File: src/rtl/weight_ram_sched_h1_pkg.sv
// Shared types, sizes and the saturating weight adder for the
// hidden-layer-1 weight RAM scheduler.
package weight_ram_sched_h1_pkg;

  localparam int W  = 24;       // weight width (signed)
  localparam int AW = 10;       // RAM address width
  localparam int CW = 16;       // committed-write counter width
  localparam int SW = 4;        // starvation counter width

  localparam int WMAX = 65536;  // 16 * 4096
  localparam int WMIN = -65536;

  // Consecutive denied update cycles before the update wins over inference.
  localparam logic [SW-1:0] STARVE = 4'd8;

  // Clamp bounds expressed at the W+1 bit width of the raw sum.
  localparam logic signed [W:0] SUM_MAX = WMAX[W:0];
  localparam logic signed [W:0] SUM_MIN = WMIN[W:0];

  typedef enum logic [1:0] {
    IDLE   = 2'd0,
    ACTIVE = 2'd1,
    DRAIN  = 2'd2
  } state_t;

  // Sign-extend both operands to W+1 bits, add, and clamp to [WMIN, WMAX].
  // The extra bit means the sum itself can never wrap.
  function automatic logic [W-1:0] sat_add(input logic [W-1:0] a,
                                           input logic [W-1:0] b);
    logic signed [W:0] sum;
    sum = $signed({a[W-1], a}) + $signed({b[W-1], b});
    if (sum > SUM_MAX) begin
      return SUM_MAX[W-1:0];
    end else if (sum < SUM_MIN) begin
      return SUM_MIN[W-1:0];
    end else begin
      return sum[W-1:0];
    end
  endfunction

endpackage

File: src/rtl/weight_ram_sched_h1_if.sv
// Requester-side bus of the weight RAM scheduler: the inference read
// channel and the STDP update channel.
interface weight_ram_sched_h1_if;
  import weight_ram_sched_h1_pkg::*;

  logic          rd_req;
  logic [AW-1:0] rd_addr;
  logic          rd_gnt;
  logic          rd_valid;
  logic [W-1:0]  rd_data;

  logic          upd_req;
  logic [AW-1:0] upd_addr;
  logic [W-1:0]  upd_delta;
  logic          upd_gnt;

  // Requesters (inference datapath and learning unit).
  modport master (
    output rd_req, rd_addr, upd_req, upd_addr, upd_delta,
    input  rd_gnt, rd_valid, rd_data, upd_gnt
  );

  // Scheduler.
  modport slave (
    input  rd_req, rd_addr, upd_req, upd_addr, upd_delta,
    output rd_gnt, rd_valid, rd_data, upd_gnt
  );
endinterface

File: src/rtl/weight_ram_sched_h1_wt_rmw_pipe.sv
// Read-modify-write pipeline for weight updates. Stage 1 holds the
// granted address/delta while the RAM read is in flight; stage 2 holds the
// clamped result and drives the RAM write port. Both stage addresses are
// compared against the incoming requests to block read-after-write hazards.
module wt_rmw_pipe
  import weight_ram_sched_h1_pkg::*;
(
  input  logic          clk,
  input  logic          rst,
  input  logic          upd_gnt,
  input  logic [AW-1:0] upd_addr,
  input  logic [W-1:0]  upd_delta,
  input  logic [W-1:0]  ram_data_r,
  input  logic [AW-1:0] rd_addr,
  output logic          rd_haz,
  output logic          upd_haz,
  output logic          empty,
  output logic          we,
  output logic [AW-1:0] waddr,
  output logic [W-1:0]  wdata
);

  logic          s1_v_r;
  logic [AW-1:0] s1_addr_r;
  logic [W-1:0]  s1_delta_r;
  logic          s2_v_r;
  logic [AW-1:0] s2_addr_r;
  logic [W-1:0]  s2_data_r;

  // Advance the two RMW stages; stage 2 adds the RAM word read for stage 1.
  always_ff @(posedge clk) begin
    if (rst) begin
      s1_v_r     <= 1'b0;
      s1_addr_r  <= '0;
      s1_delta_r <= '0;
      s2_v_r     <= 1'b0;
      s2_addr_r  <= '0;
      s2_data_r  <= '0;
    end else begin
      s1_v_r <= upd_gnt;
      if (upd_gnt) begin
        s1_addr_r  <= upd_addr;
        s1_delta_r <= upd_delta;
      end
      s2_v_r <= s1_v_r;
      if (s1_v_r) begin
        s2_addr_r <= s1_addr_r;
        s2_data_r <= sat_add(ram_data_r, s1_delta_r);
      end
    end
  end

  // Any address still being read-modified-written must not be touched.
  assign rd_haz  = (s1_v_r && (s1_addr_r == rd_addr))  ||
                   (s2_v_r && (s2_addr_r == rd_addr));
  assign upd_haz = (s1_v_r && (s1_addr_r == upd_addr)) ||
                   (s2_v_r && (s2_addr_r == upd_addr));

  assign empty = !s1_v_r && !s2_v_r;
  assign we    = s2_v_r;
  assign waddr = s2_addr_r;
  assign wdata = s2_data_r;

endmodule

File: src/rtl/weight_ram_sched_h1.sv
// Arbiter and sequencer for the hidden-layer-1 weight RAM. Shares the single
// read port between inference reads and STDP read-modify-write updates,
// prevents starvation of updates, and drains in-flight updates on flush.
module weight_ram_sched_h1
  import weight_ram_sched_h1_pkg::*;
(
  input  logic                       clk,
  input  logic                       rst,
  input  logic                       start_core_img,
  input  logic                       flush,
  output logic                       flush_done,
  output logic                       busy,
  weight_ram_sched_h1_if.slave       bus,
  output logic [CW-1:0]              upd_count,
  output logic [AW-1:0]              ram_addr_r,
  input  logic [W-1:0]               ram_data_r,
  output logic                       ram_we,
  output logic [AW-1:0]              ram_addr_w,
  output logic [W-1:0]               ram_data_w
);

  state_t        state_r;
  state_t        state_nxt_s;
  logic [SW-1:0] starve_cnt_r;
  logic [AW-1:0] last_addr_r;
  logic          rd_valid_r;
  logic          idle_flush_r;
  logic [CW-1:0] upd_count_r;
  logic          drain_done_s;
  logic          rd_gnt_s;
  logic          upd_gnt_s;
  logic          rd_haz_s;
  logic          upd_haz_s;
  logic          pipe_empty_s;

  wt_rmw_pipe u_pipe (
    .clk        (clk),
    .rst        (rst),
    .upd_gnt    (upd_gnt_s),
    .upd_addr   (bus.upd_addr),
    .upd_delta  (bus.upd_delta),
    .ram_data_r (ram_data_r),
    .rd_addr    (bus.rd_addr),
    .rd_haz     (rd_haz_s),
    .upd_haz    (upd_haz_s),
    .empty      (pipe_empty_s),
    .we         (ram_we),
    .waddr      (ram_addr_w),
    .wdata      (ram_data_w)
  );

  // FSM next state; a drain completes as soon as both RMW stages are empty.
  always_comb begin
    state_nxt_s  = state_r;
    drain_done_s = 1'b0;
    case (state_r)
      IDLE: begin
        if (start_core_img) begin
          state_nxt_s = ACTIVE;
        end else begin
          state_nxt_s = IDLE;
        end
      end
      ACTIVE: begin
        if (flush) begin
          state_nxt_s = DRAIN;
        end else begin
          state_nxt_s = ACTIVE;
        end
      end
      DRAIN: begin
        if (pipe_empty_s) begin
          drain_done_s = 1'b1;
          state_nxt_s  = IDLE;
        end else begin
          state_nxt_s = DRAIN;
        end
      end
      default: begin
        state_nxt_s = IDLE;
      end
    endcase
  end

  // Single grant per cycle: inference first unless the update has starved;
  // a hazard-blocked update cannot claim its priority.
  always_comb begin
    rd_gnt_s  = 1'b0;
    upd_gnt_s = 1'b0;
    if (state_r == ACTIVE) begin
      if ((starve_cnt_r == STARVE) && bus.upd_req && !upd_haz_s) begin
        upd_gnt_s = 1'b1;
      end else if (bus.rd_req && !rd_haz_s) begin
        rd_gnt_s = 1'b1;
      end else if (bus.upd_req && !upd_haz_s) begin
        upd_gnt_s = 1'b1;
      end else begin
        rd_gnt_s  = 1'b0;
        upd_gnt_s = 1'b0;
      end
    end else begin
      rd_gnt_s  = 1'b0;
      upd_gnt_s = 1'b0;
    end
  end

  // Read address follows the granted requester so RAM data lands next cycle.
  always_comb begin
    ram_addr_r = last_addr_r;
    if (rd_gnt_s) begin
      ram_addr_r = bus.rd_addr;
    end else if (upd_gnt_s) begin
      ram_addr_r = bus.upd_addr;
    end else begin
      ram_addr_r = last_addr_r;
    end
  end

  // State, read-valid, address hold and idle-flush acknowledge registers.
  always_ff @(posedge clk) begin
    if (rst) begin
      state_r      <= IDLE;
      last_addr_r  <= '0;
      rd_valid_r   <= 1'b0;
      idle_flush_r <= 1'b0;
    end else begin
      state_r      <= state_nxt_s;
      last_addr_r  <= ram_addr_r;
      rd_valid_r   <= rd_gnt_s;
      idle_flush_r <= (state_r == IDLE) && flush;
    end
  end

  // Starvation counter: counts denied update cycles while arbitrating.
  always_ff @(posedge clk) begin
    if (rst) begin
      starve_cnt_r <= '0;
    end else if (upd_gnt_s || (state_r != ACTIVE)) begin
      starve_cnt_r <= '0;
    end else if (bus.upd_req && (starve_cnt_r != STARVE)) begin
      starve_cnt_r <= starve_cnt_r + 4'd1;
    end
  end

  // Committed-write counter, cleared when a new image starts.
  always_ff @(posedge clk) begin
    if (rst) begin
      upd_count_r <= '0;
    end else if ((state_r == IDLE) && start_core_img) begin
      upd_count_r <= '0;
    end else if (ram_we && (upd_count_r != 16'hFFFF)) begin
      upd_count_r <= upd_count_r + 16'd1;
    end
  end

  assign bus.rd_gnt   = rd_gnt_s;
  assign bus.upd_gnt  = upd_gnt_s;
  assign bus.rd_valid = rd_valid_r;
  assign bus.rd_data  = rd_valid_r ? ram_data_r : '0;
  assign upd_count    = upd_count_r;
  assign busy         = (state_r != IDLE);
  assign flush_done   = drain_done_s || idle_flush_r;

endmodule

File: src/flat_wrapper.sv
// flat-port wrapper written by rule: the top's interface ports become plain ports
module weight_ram_sched_h1_flat import weight_ram_sched_h1_pkg::*;
  (clk, rst, start_core_img, flush, flush_done, busy, upd_count, ram_addr_r, ram_data_r, ram_we, ram_addr_w, ram_data_w, bus_rd_req, bus_rd_addr, bus_upd_req, bus_upd_addr, bus_upd_delta, bus_rd_gnt, bus_rd_valid, bus_rd_data, bus_upd_gnt);
  weight_ram_sched_h1_if bus_i ();
  input  logic clk;
  input  logic rst;
  input  logic start_core_img;
  input  logic flush;
  output logic flush_done;
  output logic busy;
  output logic [CW-1:0] upd_count;
  output logic [AW-1:0] ram_addr_r;
  input  logic [W-1:0] ram_data_r;
  output logic ram_we;
  output logic [AW-1:0] ram_addr_w;
  output logic [W-1:0] ram_data_w;
  input wire logic [$bits(bus_i.rd_req)-1:0] bus_rd_req;
  input wire logic [$bits(bus_i.rd_addr)-1:0] bus_rd_addr;
  input wire logic [$bits(bus_i.upd_req)-1:0] bus_upd_req;
  input wire logic [$bits(bus_i.upd_addr)-1:0] bus_upd_addr;
  input wire logic [$bits(bus_i.upd_delta)-1:0] bus_upd_delta;
  output wire logic [$bits(bus_i.rd_gnt)-1:0] bus_rd_gnt;
  output wire logic [$bits(bus_i.rd_valid)-1:0] bus_rd_valid;
  output wire logic [$bits(bus_i.rd_data)-1:0] bus_rd_data;
  output wire logic [$bits(bus_i.upd_gnt)-1:0] bus_upd_gnt;
  assign bus_i.rd_req = bus_rd_req;
  assign bus_i.rd_addr = bus_rd_addr;
  assign bus_i.upd_req = bus_upd_req;
  assign bus_i.upd_addr = bus_upd_addr;
  assign bus_i.upd_delta = bus_upd_delta;
  assign bus_rd_gnt = bus_i.rd_gnt;
  assign bus_rd_valid = bus_i.rd_valid;
  assign bus_rd_data = bus_i.rd_data;
  assign bus_upd_gnt = bus_i.upd_gnt;
  weight_ram_sched_h1 u_core (.clk(clk), .rst(rst), .start_core_img(start_core_img), .flush(flush), .flush_done(flush_done), .busy(busy), .bus(bus_i), .upd_count(upd_count), .ram_addr_r(ram_addr_r), .ram_data_r(ram_data_r), .ram_we(ram_we), .ram_addr_w(ram_addr_w), .ram_data_w(ram_data_w));
endmodule
File: config.mk
export PLATFORM = sky130hd
export DESIGN_NAME = weight_ram_sched_h1_flat
export DESIGN_NICKNAME = d
export VERILOG_FILES = /design/src/rtl/weight_ram_sched_h1_pkg.sv /design/src/rtl/weight_ram_sched_h1_if.sv /design/src/rtl/weight_ram_sched_h1_wt_rmw_pipe.sv /design/src/rtl/weight_ram_sched_h1.sv /design/src/flat_wrapper.sv
export SDC_FILE = /design/constraint.sdc
export NUM_CORES = 1
export LEC_CHECK = 0
export CAP_MARGIN = 20
export CORE_UTILIZATION = 51
export CTS_BUF_LIST = sky130_fd_sc_hd__clkbuf_2
export DETAILED_ROUTE_END_ITERATION = 8
export PLACE_DENSITY = 0.91
export SLEW_MARGIN = 25
export SYNTH_ARGS = -nofsm -noshare
export SYNTH_HDL_FRONTEND = slang
export SYNTH_HIERARCHICAL = 1
export SYNTH_SLANG_ARGS = --single-unit
export TNS_END_PERCENT = 100
File: constraint.sdc
create_clock -name clk -period 5.2 [get_ports clk]
set_clock_uncertainty 0.05 [all_clocks]
set_input_delay 1.04 -clock clk [delete_from_list [all_inputs] [get_ports clk]]
set_output_delay 1.04 -clock clk [all_outputs]
set_load 0.02 [all_outputs]
==> impl_metrics.yaml <==
outcome:
  status: "finished, violations left"
  violations: "design-rule violations"
die:
  die-area_um2: 12400
  top_level_ports: 164
  rows: 39
  core_um2: 11600
  start_util_pct: 52.9
  chipWidth_um: 111
  die_h_um: 111
flow_run:
  cap_violations: 0
worst_setup_path:
  cp.required_ns: 4.11
  cp-end-kind: "output port"
  worst-setup-path-type: "in -> out"
  crit_end: "ram_addr_r[8]"
  r2r_start: "u_core/u_pipe/s1_delta_r[0]$_SDFFE_PP0P_"
  r2r_setup_slack_ns: 1.69
  regToRegEndpoint: "u_core/u_pipe/wdata[3]$_SDFFE_PP0P_"
  startpoint: "bus_rd_addr[6]"
  worstPathArrival_ns: 3.93
  rr_worst_depth: 12
  critPathMaxFanout: 12
  worstSetupStartpointType: "primary input"
yosys:
  synth_edf_count: 0
  seq_area_frac_synth_pct: 34.1
  yosys_warnings: 6
  syn-cell-area_um2: 6110
  synth.distinct_cells: 64
  synth_top_family_by_area: "simple AND/OR/NAND/NOR gates"
  synth_seq_cells: 104
  syn-num-nets: 821
  yosys.area_share.simple_pct: 22.4
  avgSynthCellArea_um2: 8.50
  synth_area_leaders: "dfxtp_1, mux2i_1, ha_1, nor2_1, xnor2_1"
  async_reset_ff_share_pct: 0
  syn_inst: 719
  yosys.area.top_type: "dfxtp_1"
  synth_xor_area_share_pct: 9.03
  synth_mux_area_share_pct: 7.37
  synth_compound_gate_area_share_pct: 18.1
  synth_top_cell_area_share_pct: 34.1
  synth_adder_area_share_pct: 5.85
  synth_flop_cell: "dfxtp_1"
global_route:
  grt_max_degree: 68
  grt.total_usage_pct: 27.4
  grt_pass1_vias: 5497
  antenna_found_initial: 0
  gr-total-overflow: 0
  grt_pass1_wl_mm: 27.3
pwr:
  p_leak_nw: 2.86
  power.density_nw_per_um2: 192
  peakVddDrop_uv: 188
final_layout:
  syn_to_final_growth_pct: 31.1
  regArea_um2: 2080
  fill_cells: 930
  antenna_cells: 0
  multi_input_area_um2: 3840
  nets: 976
  drive_above_1_share_pct: 7.05
clock_network:
  clk_pin_slew_ns: 0.28
  cts_setup_buffers: 0
  cts_buffer_depth: 2
  cts_tree: "yes"
  cts_made_buffers: 9
  worst_skew_pair.late_latency_ns: 0.66
  clock_sinks: 104
  htreeDepth: 3
  cts_root_buffer: "clkbuf_2"
route:
  drtPass1Iterations: 7
  ant_nets: 0
  drtIter0Drc: 592
  wl_per_cell_um: 16.8
  finalWirelength_mm: 17.1
  via_per_inst: 5.88
  vias: 6011
  post-route-drc-count: 10
worst_hold_path:
  hp-class: "reg -> reg"
timing:
  setup_ws_ns: 0.182
  fin_crit_sh_pct: 96.5
  finalMaxSlewViolations: 0
  finalCriticalPeriod_ns: 5.02
  setup-violations-final: 0
  rsz0062_at_grt: "no"
  relSlewSlack_pct: 49.2
  fmax_ghz: 0.199
  hold_viol: 0
  finalSetupTns_ns: 0
  worst_slew_pin_slew_ns: 0.761
place:
  gp_congestion: 0.966
  dp_hpwl_mm: 13.2
  port_buffers: 163
  dp_slack_ns: 0.167
==> cell families (layout without fill, tap and decap cells) <==
kind of cell             Yosys count  in the layout
adder cells (fa/ha/maj)           28             28
flip-flops                       104            104
buffers and inverters             47            207
multiplexers                      45             45
XOR/XNOR                          63             63
AO/OA/AOI/OAI                    161            161
AND/OR/NAND/NOR                  271            271
==> per-stage QoR <==
stage	total power, mW	cells	hold slack [ns]	area, µm²	utilization, %
finish	1.54	1022	0.433	8010	69.3
global route	1.61	1022	0.457	8010	69.3
CTS	1.54	1022	0.433	8000	69.2
detailed placement	1.15	1006	0.394	7890	68.2
global placement	1.15	1006	0.386	7890	68.2
floorplan	1.01	719	0.415	6110	-
==> how the worst min path moves through the flow <==
| stage | to | cells past startpoint | startpoint | slack, ns |
|---|---|---|---|---|
| 5_1_grt | u_core/u_pipe/wdata[10]$_SDFFE_PP0P_ | 2 | u_core/u_pipe/wdata[10]$_SDFFE_PP0P_ | 0.46 |
| 4_1_cts | u_core/u_pipe/wdata[12]$_SDFFE_PP0P_ | 2 | u_core/u_pipe/wdata[12]$_SDFFE_PP0P_ | 0.43 |
| 3_3_place_gp | u_core/u_pipe/wdata[18]$_SDFFE_PP0P_ | 1 | u_core/u_pipe/wdata[18]$_SDFFE_PP0P_ | 0.39 |
| 6_report | u_core/u_pipe/wdata[12]$_SDFFE_PP0P_ | 2 | u_core/u_pipe/wdata[12]$_SDFFE_PP0P_ | 0.43 |
| 2_1_floorplan | u_core/u_pipe/s1_delta_r[0]$_SDFFE_PP0P_ | 2 | u_core/u_pipe/s1_delta_r[0]$_SDFFE_PP0P_ | 0.41 |
| 3_5_place_dp | u_core/u_pipe/wdata[22]$_SDFFE_PP0P_ | 1 | u_core/u_pipe/wdata[22]$_SDFFE_PP0P_ | 0.39 |
==> layout make-up <==
class	instances	share of cell area, %
clock inverters	6	0.828
repair buffers	178	21.7
multi-input cells	568	48.0
flip-flops and latches	104	26.0
clock buffers	10	0.625
well taps	143	2.23
inverters	13	0.609
==> worst max-delay path: stages <==
cell             delay [ns]
clkdlybuf4s50_1        0.48
xor2_1                 0.18
nor4_1                 0.34
nand4_1                0.14
o22ai_1                0.20
nor2b_1                0.11
a211o_1                0.32
inv_2                  0.18
nand2_1                0.10
a31oi_1                0.21
clkdlybuf4s50_1        0.63
==> metal layers <==
layer / vias to the layer above / routed length (µm) / global-route usage [%]
li1: 2915 / - / -
met1: 2821 / 7510 / 36.4
met2: 249 / 7930 / 43.8
met3: 26 / 1260 / 6.26
met4: 0 / 414 / 9.37
met5: - / 0 / 0
==> cell usage after synthesis (all sizes together), types with 2 or more instances <==
cell type	count
a2111oi	2
a211oi	4
a21o	3
a21oi	46
a221oi	3
a22oi	2
a311oi	12
a31oi	11
a32oi	2
and2	25
and3	3
and4	4
buf	14
clkbuf	20
dfxtp	104
ha	27
inv	13
mux2i	45
nand2	70
nand2b	2
nand3	13
nand4	22
nor2	84
nor2b	6
nor3	4
nor3b	3
nor4	9
o2111a	2
o211ai	6
o21a	12
o21ai	36
o221ai	2
o22ai	2
o31ai	9
or2	4
or3	8
or4	11
xnor2	35
xor2	28
==> cell usage in the layout, fill, tap and decap left out, types with 9 or more instances in the layout <==
| cell type | instances |
|---|---|
| or4_1 | 10 |
| xnor2_1 | 35 |
| o21ai_0 | 24 |
| ha_1 | 27 |
| nor2_1 | 81 |
| o21ai_2 | 10 |
| inv_1 | 12 |
| buf_4 | 15 |
| a21oi_1 | 45 |
| o31ai_1 | 9 |
| clkbuf_2 | 10 |
| a311oi_1 | 12 |
| clkdlybuf4s50_1 | 161 |
| dfxtp_1 | 104 |
| xor2_1 | 28 |
| nand3_1 | 12 |
| o21a_1 | 12 |
| nand2_1 | 70 |
| nand4_1 | 21 |
| and2_1 | 25 |
| a31oi_1 | 11 |
| mux2i_1 | 45 |
==> registers in the layout, summed over array words and instances (netlist names) <==
register                  flops
u_core/bus.rd_valid           1
u_core/state_r                2
u_core/u_pipe/s1_addr_r      10
u_core/u_pipe/we              1
u_core/starve_cnt_r           4
u_core/u_pipe/s1_delta_r     24
u_core/idle_flush_r           1
u_core/upd_count             16
u_core/u_pipe/s1_v_r          1
u_core/last_addr_r           10
u_core/u_pipe/wdata          24
u_core/u_pipe/waddr          10
==> where the power goes <==
part | internal (mW) | total, mW | switching (mW) | leakage (nW)
combinational | 0.148 | 0.316 | 0.167 | 1.95
clock | 0.116 | 0.398 | 0.282 | 0.0719
sequential | 0.816 | 0.827 | 0.0115 | 0.841
total | 1.08 | 1.54 | 0.461 | 2.86
==> timing repair <==
item,CTS,global route
gates resized for setup,0,3
endpoints found under the setup margin,0,2
hold buffers,0,0
Power figures use the tool's default switching activity.
